File: src/rtl/vmv_col_sequencer.sv
// Column-streaming sequencer for the LANES-wide signed 32-bit vector-multiply datapath.
// Issues one column read per cycle, registers operands for the multiplier, and accumulates products per lane.
module vmv_col_sequencer #(
    parameter int LANES = 5,
    parameter int COLS  = 400,
    parameter int AW    = 9
) (
    input  logic                  clk,
    input  logic                  rst,
    input  logic                  start,
    input  logic [AW-1:0]         cols,
    input  logic                  stall,
    output logic                  rd_en,
    output logic [AW-1:0]         rd_addr,
    input  logic [LANES*32-1:0]   rd_a,
    input  logic [LANES*32-1:0]   rd_b,
    output logic [LANES*32-1:0]   mul_a,
    output logic [LANES*32-1:0]   mul_b,
    input  logic [LANES*32-1:0]   mul_res,
    output logic [LANES*32-1:0]   acc,
    output logic                  out_valid,
    input  logic                  out_ready,
    output logic                  busy
);

    localparam int W = LANES * 32;

    localparam logic [1:0] ST_IDLE  = 2'd0;
    localparam logic [1:0] ST_RUN   = 2'd1;
    localparam logic [1:0] ST_DRAIN = 2'd2;
    localparam logic [1:0] ST_DONE  = 2'd3;

    localparam logic [AW-1:0] COLS_MAX = AW'(COLS);
    localparam logic [AW-1:0] ONE_A    = AW'(1);
    localparam logic [AW-1:0] ZERO_A   = AW'(0);

    function automatic logic [31:0] wrap_add(input logic [31:0] x, input logic [31:0] y);
        return x + y;
    endfunction

    logic [1:0]    state_r;
    logic [1:0]    state_s;
    logic [AW-1:0] cnt_r;
    logic [AW-1:0] cnt_s;
    logic [AW-1:0] cols_r;
    logic [AW-1:0] cols_s;
    logic [AW-1:0] cols_clamp_s;
    logic [AW-1:0] issue_addr_s;
    logic          issue_s;
    logic          clear_s;
    logic          out_valid_s;
    logic          rd_valid_r;
    logic          mul_valid_r;
    logic [W-1:0]  acc_s;

    // Oversized job lengths are limited to the matrix width.
    always_comb begin
        if (cols > COLS_MAX) begin
            cols_clamp_s = COLS_MAX;
        end else begin
            cols_clamp_s = cols;
        end
    end

    // Next-state, issue and handshake decisions; every registered output is derived from these.
    always_comb begin
        state_s      = state_r;
        cnt_s        = cnt_r;
        cols_s       = cols_r;
        issue_s      = 1'b0;
        issue_addr_s = cnt_r;
        clear_s      = 1'b0;
        out_valid_s  = out_valid;
        case (state_r)
            ST_IDLE: begin
                if (start) begin
                    clear_s      = 1'b1;
                    cols_s       = cols_clamp_s;
                    issue_addr_s = ZERO_A;
                    if (cols_clamp_s == ZERO_A) begin
                        cnt_s       = ZERO_A;
                        state_s     = ST_DONE;
                        out_valid_s = 1'b1;
                    end else if (stall) begin
                        cnt_s   = ZERO_A;
                        state_s = ST_RUN;
                    end else begin
                        // Column 0 goes out on the acceptance edge so it is visible in cycle 1.
                        issue_s = 1'b1;
                        cnt_s   = ONE_A;
                        if (cols_clamp_s == ONE_A) begin
                            state_s = ST_DRAIN;
                        end else begin
                            state_s = ST_RUN;
                        end
                    end
                end else begin
                    state_s = ST_IDLE;
                end
            end
            ST_RUN: begin
                if (!stall) begin
                    issue_s = 1'b1;
                    cnt_s   = cnt_r + ONE_A;
                    if (cnt_r == (cols_r - ONE_A)) begin
                        state_s = ST_DRAIN;
                    end else begin
                        state_s = ST_RUN;
                    end
                end else begin
                    state_s = ST_RUN;
                end
            end
            ST_DRAIN: begin
                // The last column may still be accumulating on this edge; it lands together with out_valid.
                if (!rd_en && !rd_valid_r) begin
                    state_s     = ST_DONE;
                    out_valid_s = 1'b1;
                end else begin
                    state_s = ST_DRAIN;
                end
            end
            ST_DONE: begin
                if (out_ready) begin
                    state_s     = ST_IDLE;
                    out_valid_s = 1'b0;
                end else begin
                    state_s = ST_DONE;
                end
            end
            default: begin
                state_s     = ST_IDLE;
                out_valid_s = 1'b0;
            end
        endcase
    end

    // Per-lane wrapping accumulation, cleared when a job is accepted.
    always_comb begin
        acc_s = acc;
        for (int i = 0; i < LANES; i++) begin
            if (clear_s) begin
                acc_s[32*i +: 32] = 32'd0;
            end else if (mul_valid_r) begin
                acc_s[32*i +: 32] = wrap_add(acc[32*i +: 32], mul_res[32*i +: 32]);
            end else begin
                acc_s[32*i +: 32] = acc[32*i +: 32];
            end
        end
    end

    // Control state, issue port and handshake registers.
    always_ff @(posedge clk) begin
        if (rst) begin
            state_r   <= ST_IDLE;
            cnt_r     <= ZERO_A;
            cols_r    <= ZERO_A;
            rd_en     <= 1'b0;
            rd_addr   <= ZERO_A;
            out_valid <= 1'b0;
            busy      <= 1'b0;
        end else begin
            state_r   <= state_s;
            cnt_r     <= cnt_s;
            cols_r    <= cols_s;
            rd_en     <= issue_s;
            if (issue_s) begin
                rd_addr <= issue_addr_s;
            end else begin
                rd_addr <= rd_addr;
            end
            out_valid <= out_valid_s;
            busy      <= (state_s != ST_IDLE);
        end
    end

    // Capture and accumulate stages run regardless of stall so in-flight reads always complete.
    always_ff @(posedge clk) begin
        if (rst) begin
            rd_valid_r  <= 1'b0;
            mul_valid_r <= 1'b0;
            mul_a       <= {W{1'b0}};
            mul_b       <= {W{1'b0}};
            acc         <= {W{1'b0}};
        end else begin
            rd_valid_r  <= rd_en;
            mul_valid_r <= rd_valid_r;
            if (rd_valid_r) begin
                mul_a <= rd_a;
                mul_b <= rd_b;
            end else begin
                mul_a <= mul_a;
                mul_b <= mul_b;
            end
            acc <= acc_s;
        end
    end

endmodule

File: config.mk
export PLATFORM = sky130hd
export DESIGN_NAME = vmv_col_sequencer
export DESIGN_NICKNAME = d
export VERILOG_FILES = /design/src/rtl/vmv_col_sequencer.sv
export SDC_FILE = /design/constraint.sdc
export NUM_CORES = 1
export LEC_CHECK = 0
export CAP_MARGIN = 25
export CELL_PAD_IN_SITES_DETAIL_PLACEMENT = 0
export CELL_PAD_IN_SITES_GLOBAL_PLACEMENT = 1
export CORE_AREA = 2 2 381 383
export DETAILED_ROUTE_END_ITERATION = 6
export DIE_AREA = 0 0 383 385
export PLACE_DENSITY = 0.58
export REMOVE_ABC_BUFFERS = 1
export SYNTH_ARGS = -nofsm -noshare
export SYNTH_HDL_FRONTEND = slang
export SYNTH_SLANG_ARGS = --single-unit
File: constraint.sdc
create_clock -name clk -period 6.3 [get_ports clk]
set_clock_uncertainty 0.05 [all_clocks]
set_input_delay 0.945 -clock clk [delete_from_list [all_inputs] [get_ports clk]]
set_output_delay 0.945 -clock clk [all_outputs]
set_load 0.02 [all_outputs]
==> metrics <==
Worst VDD drop 0.1764 mV; Req. time, crit path around 7 ns; Synth Instances between 2,000 and 3,000; drt initial violations 1,241; top cells by area, synth dfxtp_1 (40%), mux2i_1 (15%), nor2_1 (7.9%); pre-CTS setup slack 1.727 ns; FF+latch count, synth 514; CP peak stage delay 0.47 ns; CTS tree built; Cell Area, Synth approximately 26,000 um2; worst path buffer plus inverter count 2; DR WL/cell roughly 25 um; TNS Setup 0 ns; DIE AREA approximately 150,000 um2; Remaining Overflow, GRT 0; # DRC 0; post-CTS setup buffer count 0; GPL Wtd Cong between 0.9 and 1; CTS Buffer Depth 3; Startpoint Class primary input; level count of the clock H-tree 3; Core ar. between 100,000 and 150,000 um2; most used cell, CP a211oi_1; hold depth 2; placed cell area ~38,000 um2; R2R cell count 13; Post-Syn Area per Cell approximately 8.9 um2; Non-Filler Instances between 5,000 and 6,000; Critical-path top delay cell clkdlybuf4s50_1; predominant post-synthesis flop cell dfxtp_1; global-route usage over all layers 0.1938; first-pass GRT wire length approximately 200,000 um; Levels on crit path 14; Port Buffers roughly 990; nets@finish about 4,500; CTS sink cnt 514; area leader, netlist dfxtp_1; CTS root buf clkbuf_16; RSZ-0062 raised after global routing no; Initial Util 0.1815; critical-path cell list clkdlybuf4s50_1 -> ha_1 -> inv_1 -> fa_1 -> nor2b_1 -> o31ai_1 -> a211oi_1 -> o21ai_1 -> a211oi_1 -> o2111ai_1 -> a41oi_1 -> a311oi_1 -> or4_1 -> o211ai_1; fin worst setup slack approximately 2.4 ns; status complete, no violations; fin crit share 0.6268; final hold vios 0; Ys Warns 0; Hold/Removal Path Class register to register; max cap viols 0; DP HPWL approximately 120,000 um; synth cell count leaders nor2_1 (547), dfxtp_1 (514), mux2i_1 (390), a21oi_1 (171), ha_1 (157); vias in the first global route approximately 25,000; fin crit period ~4 ns; crit path max fanout 4; area grow syn2layout 55.88%; CTS buffer count 74; Inst Count DP 5,662; final WL roughly 150,000 um; share of the synthesized area in the top cell type 0.3962; vias approximately 25,000; Die H between 300 and 400 um; Slew Viols, Final 0; Yosys cell types 78; initial antenna violation count between 100 and 150; hold buffers post-CTS 0; Multi-input gate area about 15,000 um2; max_slew headroom 0.2007; drt via density roughly 4.4; I/O pins 986; largest net degree at the start of global routing 134; layout cells sized above 1 0.04647; Lkg Pwr between 15 and 20 nW; Crit. End Element register; clk slew on worst S/H paths about 0.060 ns; f_max approximately 0.25 GHz; Slew @ Worst Pin ~1.2 ns; post-route ant nets 0; Final setup viols 0; critical path type primary input to register; latest clock arrival within the worst-skew pair 0.67 ns; FF/Latch Area 10,300 um2; Top delay family on crit path compound AO/OA/AOI/OAI gates; Die X approximately 380 um; pwr dens approximately 220 nW/um2; Worst Path Arrival roughly 4.5 ns; most common cell in the netlist nor2_1; number of fill cells between 15,000 and 20,000; asr flop ratio synth 0; Pwr Total between 8 and 9 mW; Non-Filler Cell Area, Final around 40,000 um2; DRT Pass-1 Iters 5; Seq/Total Area, Yosys 0.3962; number of cell rows ~140; Post-synth EDFFs 0; Post-CTS Resized 0
[flip-flops by register name, indices dropped and copies added, names as in the netlist]
name,cells
acc,160
busy,1
cnt_r,9
cols_r,9
mul_a,160
mul_b,160
mul_valid_r,1
out_valid,1
rd_addr,9
rd_en,1
rd_valid_r,1
state_r,2
[tightest hold or removal path, delay by kind of cell (launching register included)]
kind / cells / cell delay (ns)
simple gates: 1 / 0.05
flops: 1 / 0.32
compound gates: 1 / 0.06
[report_power, final]
part           leakage [nW]  internal [mW]  switching, mW  total, mW
registers              4.16           3.32         0.0559       3.38
logic                  9.75          0.602          0.588       1.19
clock network          1.21           2.48           1.80       4.28
[routing by layer]
| metal | GRT usage | vias up | share of wire |
|---|---|---|---|
| li1 | - | 12200 | - |
| met1 | 0.1947 | 11910 | 0.35 |
| met5 | 0 | - | 0.00026 |
| met4 | 0.06226 | 6 | 0.040 |
| met2 | 0.3513 | 936 | 0.50 |
| met3 | 0.09156 | 307 | 0.10 |
[cell families after synthesis]
family,synth area share
xor gates and xnor gates,0.03777
muxes,0.1503
adders and majority gates,0.07948
AOI/OAI and AO/OA,0.1460
DFF,0.3962
buffers and inverters,0.02890
and+or+nand+nor,0.1614
[path summary, 6_finish.rpt]
| path | startpoint | end | slack, ns |
|---|---|---|---|
| worst max-delay path | mul_res[128] | acc[158]$_SDFFE_PP0P_ | 2.35 |
| worst min-delay path | acc[138]$_SDFFE_PP0P_ | acc[138]$_SDFFE_PP0P_ | 0.43 |
| worst max register to register | acc[128]$_SDFFE_PP0P_ | acc[158]$_SDFFE_PP0P_ | 2.75 |
| worst min register to register | acc[138]$_SDFFE_PP0P_ | acc[138]$_SDFFE_PP0P_ | 0.43 |
[final cells by class]
class | instances | area share
clock buffer | 104 | 0.05275
inverter | 52 | 0.004883
antenna | 22 | 0.001360
clock inverter | 31 | 0.008591
timing repair buffer | 1004 | 0.2500
multi-input combinational | 2190 | 0.3693
sequential | 514 | 0.2543
tap | 1903 | 0.05881
[through the flow]
stage          hold slack [ns]    util
2_1_floorplan           0.4308       -
3_3_place_gp            0.4120  0.2647
3_5_place_dp            0.4128  0.2649
4_1_cts                 0.4294  0.2823
5_1_grt                 0.4508  0.2827
6_report                0.4276  0.2829
[cell usage in the layout, fill, tap and decap left out, types with 57 or more instances in the layout]
cell type	synthesis	layout
a21o_1	73	73
o21ai_0	92	92
nor2_1	547	545
xnor2_1	69	69
ha_1	157	157
clkdlybuf4s50_1	0	984
clkbuf_16	0	75
dfxtp_1	514	512
nand3_1	57	57
mux2i_1	390	390
nand2_1	143	143
a21oi_1	171	171
Note: power is estimated with default switching activity, not from simulation.
